File: src/rtl/sl_receiver_block.sv
// rtl/sl_receiver_block.sv - two-line serial frame receiver; optional SL_RX_GLITCH_FILTER_EN low-level filter
module sl_receiver_block (
    input  logic        clk,
    input  logic        rst,
    input  logic        serial_line_zeroes_a,
    input  logic        serial_line_ones_a,
    input  logic        wr_enable,
    input  logic [15:0] wr_config_w,
    output logic [15:0] r_config_w,
    output logic [31:0] data_w,
    output logic [15:0] status_w,
    output logic        data_status_changed
);

    typedef enum logic [1:0] {
        PS_IDLE,
        PS_APPLY,
        PS_HOLD
    } pulse_state_t;

    logic        z_s1, z_s2, o_s1, o_s2;
    logic        low_z, low_o;
    logic        in_sym, saw_z, saw_o, saw_both;
    logic        skip_sym;
    logic [5:0]  sym_cnt;
    logic [31:0] bits;
    logic        ones_par;
    logic [6:0]  cfg;
    logic        cfg_unused;

    logic        sym_end;
    logic        accept;
    logic        frame_end;
    logic [5:0]  cfg_n;
    logic        lerr_c, perr_c;
    logic [31:0] mask_c;

    pulse_state_t pstate;
    logic [15:0]  pend_status;
    logic [31:0]  pend_data;
    logic         pend_ok;

    assign cfg_unused = ^wr_config_w[15:7];
    assign r_config_w = {9'd0, cfg};
    assign cfg_n      = cfg[6:1];

    // Two-flop synchronizers, idle-high so reset parks them at 1
    always_ff @(posedge clk) begin
        if (rst) begin
            z_s1 <= 1'b1;
            z_s2 <= 1'b1;
            o_s1 <= 1'b1;
            o_s2 <= 1'b1;
        end else begin
            z_s1 <= serial_line_zeroes_a;
            z_s2 <= z_s1;
            o_s1 <= serial_line_ones_a;
            o_s2 <= o_s1;
        end
    end

`ifdef SL_RX_GLITCH_FILTER_EN
    logic [2:0] fz_cnt, fo_cnt;

    // Count consecutive synced low samples per line, saturating at 4
    always_ff @(posedge clk) begin
        if (rst) begin
            fz_cnt <= 3'd0;
            fo_cnt <= 3'd0;
        end else begin
            fz_cnt <= z_s2 ? 3'd0 : ((fz_cnt == 3'd4) ? 3'd4 : fz_cnt + 3'd1);
            fo_cnt <= o_s2 ? 3'd0 : ((fo_cnt == 3'd4) ? 3'd4 : fo_cnt + 3'd1);
        end
    end

    assign low_z = (fz_cnt == 3'd4);
    assign low_o = (fo_cnt == 3'd4);
`else
    assign low_z = ~z_s2;
    assign low_o = ~o_s2;
`endif

    // Symbol end, frame end and the result of the frame being closed
    always_comb begin
        sym_end   = in_sym && !low_z && !low_o;
        accept    = sym_end && !skip_sym && !wr_enable;
        frame_end = accept && saw_both;
        lerr_c    = (sym_cnt < 6'd2) || ((sym_cnt - 6'd1) != cfg_n);
        perr_c    = cfg[0] && !lerr_c && !ones_par;
        mask_c    = (cfg_n >= 6'd32) ? 32'hFFFF_FFFF : ((32'd1 << cfg_n) - 32'd1);
    end

    // Track one low interval and remember which lines were low in it
    always_ff @(posedge clk) begin
        if (rst) begin
            in_sym   <= 1'b0;
            saw_z    <= 1'b0;
            saw_o    <= 1'b0;
            saw_both <= 1'b0;
        end else if (low_z || low_o) begin
            in_sym   <= 1'b1;
            saw_z    <= saw_z | low_z;
            saw_o    <= saw_o | low_o;
            saw_both <= saw_both | (low_z & low_o);
        end else if (in_sym) begin
            in_sym   <= 1'b0;
            saw_z    <= 1'b0;
            saw_o    <= 1'b0;
            saw_both <= 1'b0;
        end
    end

    // Config register and frame accumulation; a write throws away the open frame
    always_ff @(posedge clk) begin
        if (rst) begin
            cfg      <= 7'h10;
            sym_cnt  <= 6'd0;
            bits     <= 32'd0;
            ones_par <= 1'b0;
            skip_sym <= 1'b0;
        end else if (wr_enable) begin
            cfg      <= wr_config_w[6:0];
            sym_cnt  <= 6'd0;
            bits     <= 32'd0;
            ones_par <= 1'b0;
            skip_sym <= in_sym && !sym_end;
        end else if (sym_end) begin
            skip_sym <= 1'b0;
            if (accept) begin
                if (saw_both) begin
                    sym_cnt  <= 6'd0;
                    bits     <= 32'd0;
                    ones_par <= 1'b0;
                end else begin
                    if (sym_cnt < 6'd32) begin
                        bits[sym_cnt[4:0]] <= saw_o;
                    end
                    if (sym_cnt != 6'd63) begin
                        sym_cnt <= sym_cnt + 6'd1;
                    end
                    ones_par <= ones_par ^ saw_o;
                end
            end
        end
    end

    // Completion pulse sequencer: capture result, publish it after the first pulse cycle
    always_ff @(posedge clk) begin
        if (rst) begin
            pstate              <= PS_IDLE;
            data_status_changed <= 1'b0;
            data_w              <= 32'd0;
            status_w            <= 16'd0;
            pend_status         <= 16'd0;
            pend_data           <= 32'd0;
            pend_ok             <= 1'b0;
        end else begin
            case (pstate)
                PS_IDLE: begin
                    if (frame_end) begin
                        pend_status         <= {11'd0, perr_c, 1'b1, 2'b00, lerr_c};
                        pend_data           <= bits & mask_c;
                        pend_ok             <= !lerr_c && !perr_c;
                        data_status_changed <= 1'b1;
                        pstate              <= PS_APPLY;
                    end
                end
                PS_APPLY: begin
                    status_w <= pend_status;
                    if (pend_ok) begin
                        data_w <= pend_data;
                    end
                    pstate <= PS_HOLD;
                end
                PS_HOLD: begin
                    data_status_changed <= 1'b0;
                    pstate              <= PS_IDLE;
                end
                default: begin
                    data_status_changed <= 1'b0;
                    pstate              <= PS_IDLE;
                end
            endcase
        end
    end

endmodule

File: config.mk
export PLATFORM = sky130hd
export DESIGN_NAME = sl_receiver_block
export DESIGN_NICKNAME = d
export VERILOG_FILES = /design/src/rtl/sl_receiver_block.sv
export SDC_FILE = /design/constraint.sdc
export NUM_CORES = 1
export LEC_CHECK = 0
export ABC_AREA = 1
export ABC_CLOCK_PERIOD_IN_PS = 4200
export BUFFER_PORTS_ARGS = -buffer_cell sky130_fd_sc_hd__buf_2
export CAP_MARGIN = 10
export CORE_ASPECT_RATIO = 0.6
export CORE_UTILIZATION = 50
export CTS_CLUSTER_SIZE = 25
export DETAILED_ROUTE_END_ITERATION = 10
export GPL_TIMING_DRIVEN = 0
export PLACE_DENSITY = 0.72
export SYNTH_ARGS = -nofsm -noshare
export SYNTH_HDL_FRONTEND = slang
export SYNTH_SLANG_ARGS = --single-unit
File: constraint.sdc
create_clock -name clk -period 4.2 [get_ports clk]
set_clock_uncertainty 0.05 [all_clocks]
set_input_delay 0.21 -clock clk [delete_from_list [all_inputs] [get_ports clk]]
set_output_delay 0.21 -clock clk [all_outputs]
set_load 0.01 [all_outputs]
==> impl_metrics.prom <==
# TYPE chip_impl_metric gauge
chip_impl_info{name="critical_path.startpoint_type",value="flop"} 1
chip_impl_metric{name="ir_drop",unit="mV"} 0.257
chip_impl_info{name="grt-busiest-layer",value="met1"} 1
chip_impl_info{name="synth_area_leader_cell",value="sky130_fd_sc_hd__dfxtp_1"} 1
chip_impl_metric{name="gr-usage-all-layers",unit="%"} 32.4
chip_impl_metric{name="synth-edff-count",unit=""} 0
chip_impl_metric{name="tightest_slew",unit="ns"} 0.694
chip_impl_metric{name="whs_path_depth",unit=""} 3
chip_impl_metric{name="synth_warnings",unit=""} 0
chip_impl_metric{name="r2r_cells",unit=""} 13
chip_impl_metric{name="clk-insertion-delay-late",unit="ns"} 0.43
chip_impl_metric{name="initial_utilization",unit="%"} 52.5
chip_impl_metric{name="period_needed",unit="ns"} 2.64
chip_impl_metric{name="totalWireLength",unit="µm"} 21000
chip_impl_metric{name="floorplan.die_area",unit="mm²"} 0.0135
chip_impl_metric{name="timing.setup.tns",unit="ns"} 0
chip_impl_info{name="synth_top_cells_by_count",value="sky130_fd_sc_hd__nand2_1, sky130_fd_sc_hd__dfxtp_1, sky130_fd_sc_hd__a21oi_1, sky130_fd_sc_hd__nor2_1, sky130_fd_sc_hd__nand3_1"} 1
chip_impl_metric{name="postSynthAreaPerCell",unit="µm²"} 7.13
chip_impl_metric{name="max_cap_violations",unit=""} 0
chip_impl_metric{name="drtAntennaViolNets",unit=""} 0
chip_impl_info{name="min_delay_worst_endpoint",value="cfg[5]"} 1
chip_impl_metric{name="core_region",unit="mm²"} 0.0124
chip_impl_info{name="crit_path_end_kind",value="flop"} 1
chip_impl_metric{name="finish.utilization",unit="%"} 62.0
chip_impl_metric{name="post_route_cells_drive_above_1_share",unit="%"} 16.8
chip_impl_metric{name="slew_headroom",unit="%"} 53.6
chip_impl_metric{name="final_hold_viol_count",unit=""} 0
chip_impl_info{name="post_synth_main_area_contributors",value="sky130_fd_sc_hd__dfxtp_1, sky130_fd_sc_hd__nand2_1, sky130_fd_sc_hd__a21oi_1, sky130_fd_sc_hd__nand3_1, sky130_fd_sc_hd__nor2_1"} 1
chip_impl_metric{name="post_dp_cell_area",unit="mm²"} 0.00705
chip_impl_metric{name="netlist_instances",unit=""} 911
chip_impl_metric{name="met1_usage",unit="%"} 50.5
chip_impl_info{name="status",value="finished clean"} 1
chip_impl_metric{name="synth_sequential_area_ratio",unit="%"} 39.5
chip_impl_info{name="min_from",value="wr_config_w[5]"} 1
chip_impl_metric{name="final_nets",unit=""} 1036
chip_impl_metric{name="power_leakage",unit="nW"} 3.35
chip_impl_metric{name="avgViaCountPerCell",unit=""} 5.69
chip_impl_metric{name="crit_arrival",unit="ns"} 2.95
chip_impl_metric{name="clkTransAtPathRegs",unit="ns"} 0.07
chip_impl_metric{name="first_global_vias",unit=""} 5964
chip_impl_metric{name="synth.top_cell.area_share",unit="%"} 39.5
chip_impl_metric{name="met3_resource_use_gr",unit="%"} 10.0
chip_impl_metric{name="top_level_ports",unit=""} 86
chip_impl_metric{name="min_period_over_period",unit="%"} 62.8
chip_impl_metric{name="antenna_found_initial",unit=""} 1
chip_impl_metric{name="preCtsSetupSlack",unit="ns"} 1.69
chip_impl_info{name="cts.root.buffer_cell",value="sky130_fd_sc_hd__clkbuf_16"} 1
chip_impl_metric{name="finalSetupViolations",unit=""} 0
chip_impl_metric{name="async_flop_share",unit="%"} 0
chip_impl_metric{name="detail_route.drc_violations",unit=""} 0
chip_impl_metric{name="avgRoutedWirePerCell",unit="µm"} 17.7
chip_impl_info{name="synth.most_common_cell",value="sky130_fd_sc_hd__nand2_1"} 1
chip_impl_metric{name="cts_htree_levels",unit=""} 4
chip_impl_metric{name="yosys_register_bits",unit=""} 128
chip_impl_info{name="cts_tree",value="yes"} 1
chip_impl_metric{name="die_x",unit="µm"} 149
chip_impl_metric{name="layout-area-overhead-vs-synth",unit="%"} 18.2
chip_impl_metric{name="grt_pass1_wl",unit="µm"} 33000
chip_impl_info{name="rsz_0062_raised_after_global_routing",value="false"} 1
chip_impl_metric{name="required",unit="ns"} 4.51
chip_impl_metric{name="fmax",unit="MHz"} 379
chip_impl_metric{name="cts.path.max_buffers",unit=""} 2
chip_impl_metric{name="tritoncts.num_buffers",unit=""} 17
chip_impl_metric{name="clock-sinks",unit=""} 128
chip_impl_metric{name="placement_rows",unit=""} 31
chip_impl_metric{name="grt_overflow_total",unit=""} 0
chip_impl_metric{name="final_design_area_no_fill",unit="mm²"} 0.00768
chip_impl_metric{name="die_h",unit="µm"} 90.3
chip_impl_info{name="reg2reg_to",value="pend_data[28]"} 1
chip_impl_metric{name="antennaDiodeCount",unit=""} 0
chip_impl_metric{name="numPortBuffers",unit=""} 54
chip_impl_metric{name="drt_iter0_drc",unit=""} 804
chip_impl_metric{name="finalWeightedCongestion",unit=""} 0.988
chip_impl_metric{name="power.density",unit="mW/mm²"} 391
chip_impl_metric{name="grt_max_degree",unit=""} 17
chip_impl_metric{name="syn-cell-area",unit="mm²"} 0.00649
chip_impl_info{name="worst_r2r_startpoint",value="cfg[4]"} 1
chip_impl_info{name="synthFlopType",value="sky130_fd_sc_hd__dfxtp_1"} 1
chip_impl_metric{name="dr_total_vias",unit=""} 6749
chip_impl_metric{name="reg2reg_setup_slack",unit="ns"} 1.56
chip_impl_metric{name="post-dp-hpwl",unit="µm"} 16200
chip_impl_metric{name="drv_slew",unit=""} 0
chip_impl_metric{name="drt-pass1-iter-count",unit=""} 6
chip_impl_metric{name="cts_post_setup_buffers_inserted",unit=""} 0
chip_impl_info{name="timing_worst_setup_path_type",value="reg -> reg"} 1
chip_impl_metric{name="use_met2",unit="%"} 40.5
chip_impl_metric{name="fin_ws",unit="ns"} 1.56
chip_impl_metric{name="yosys.cell_types.count",unit=""} 46
chip_impl_info{name="worst_hold_path_type",value="in -> reg"} 1
chip_impl_metric{name="critical_path_peak_fanout",unit=""} 10
chip_impl_metric{name="hold_slack",unit="ns"} 0.0227
stage by stage:
stage | power, mW | std cells
floorplan | 1.47 | 932
global placement | 1.55 | 1151
detailed placement | 1.55 | 1151
CTS | 2.99 | 1187
global route | 3.08 | 1187
finish | 3.00 | 1187
layout by cell type, fill, tap and decap left out, drive strengths merged, types with 3 or more instances in the layout:
cell / count
nand3b: 5
nand4: 19
ha: 6
or2: 6
a22oi: 11
buf: 95
nand3: 90
a211oi: 9
nand2: 177
xor2: 6
dlygate4sd3: 4
nor2: 107
inv: 79
o21ai: 54
o21bai: 3
clkbuf: 45
conb: 22
nor4: 3
dfxtp: 128
clkinv: 6
nor3: 26
o211ai: 3
a21oi: 107
critical path, stage by stage (launching register included):
cell and delay (ns):
sky130_fd_sc_hd__dfxtp_1 0.43, sky130_fd_sc_hd__buf_4 0.24, sky130_fd_sc_hd__inv_2 0.10, sky130_fd_sc_hd__buf_6 0.17, sky130_fd_sc_hd__nand4_1 0.17, sky130_fd_sc_hd__ha_1 0.21, sky130_fd_sc_hd__nand3_1 0.08, sky130_fd_sc_hd__inv_1 0.19
sky130_fd_sc_hd__nand2_2 0.18, sky130_fd_sc_hd__nor2_2 0.18, sky130_fd_sc_hd__nand2_1 0.07, sky130_fd_sc_hd__nand2_1 0.06, sky130_fd_sc_hd__nand3_1 0.21, sky130_fd_sc_hd__a21oi_1 0.21
metal layers:
metal / wire length, µm / vias up
met5: 77 / -
met4: 398 / 2
li1: - / 3216
met1: 9870 / 3098
met2: 7820 / 387
met3: 2810 / 46
what timing repair did:
item / CTS / global route
hold buffers: 4 / 0
hold endpoints to repair: 4 / 0
resized for setup: 0 / 0
worst max path at each step:
| stage | startpoint | endpoint | slack [ns] | cells after the start |
|---|---|---|---|---|
| after global routing | cfg[4] | pend_data[28] | 1.45 | 13 |
| after CTS | cfg[4] | pend_data[28] | 1.66 | 13 |
| after detailed placement | cfg[4] | pend_data[28] | 1.69 | 13 |
| after floorplan | cfg[6] | pend_data[10] | 2.30 | 13 |
| after global placement | cfg[3] | pend_data[28] | 1.69 | 12 |
| final | cfg[4] | pend_data[28] | 1.56 | 13 |
power breakdown:
| group | switching (mW) | internal (mW) | leakage (nW) | total [mW] |
|---|---|---|---|---|
| logic | 0.218 | 0.0952 | 2.03 | 0.314 |
| registers | 0.00820 | 1.22 | 1.03 | 1.23 |
| clock network | 0.661 | 0.796 | 0.286 | 1.46 |
flip-flops by register name, indices dropped and copies added, names as in the netlist:
name / count
saw_both: 1
z_s2: 1
data_status_changed: 1
z_s1: 1
in_sym: 1
pend_status: 3
sym_cnt: 6
skip_sym: 1
data_w: 32
status_w: 3
o_s1: 1
pend_data: 32
saw_o: 1
ones_par: 1
o_s2: 1
cfg: 7
bits: 32
pend_ok: 1
pstate: 2
layout make-up:
cell class / count / area [µm²]
Buffer: 69 / 404
Fill cell: 1154 / 4700
Sequential cell: 128 / 2560
Clock inverter: 15 / 160
Tap cell: 165 / 206
Inverter: 71 / 267
Timing Repair Buffer: 58 / 310
Clock buffer: 17 / 425
Multi-Input combinational cell: 664 / 3340
logic make-up (layout without fill, tap and decap cells):
family / count (synthesis) / after routing / synth area share (%)
fa+ha+maj: 6 / 6 / 1.16
simple gates: 436 / 436 / 31.8
flops: 128 / 128 / 39.5
compound gates: 192 / 192 / 16.1
xor+xnor: 8 / 8 / 1.08
buf+inv: 140 / 230 / 10.3
other cells: 1 / 22 / 0.0577
Note: power is estimated with default switching activity, not from simulation.
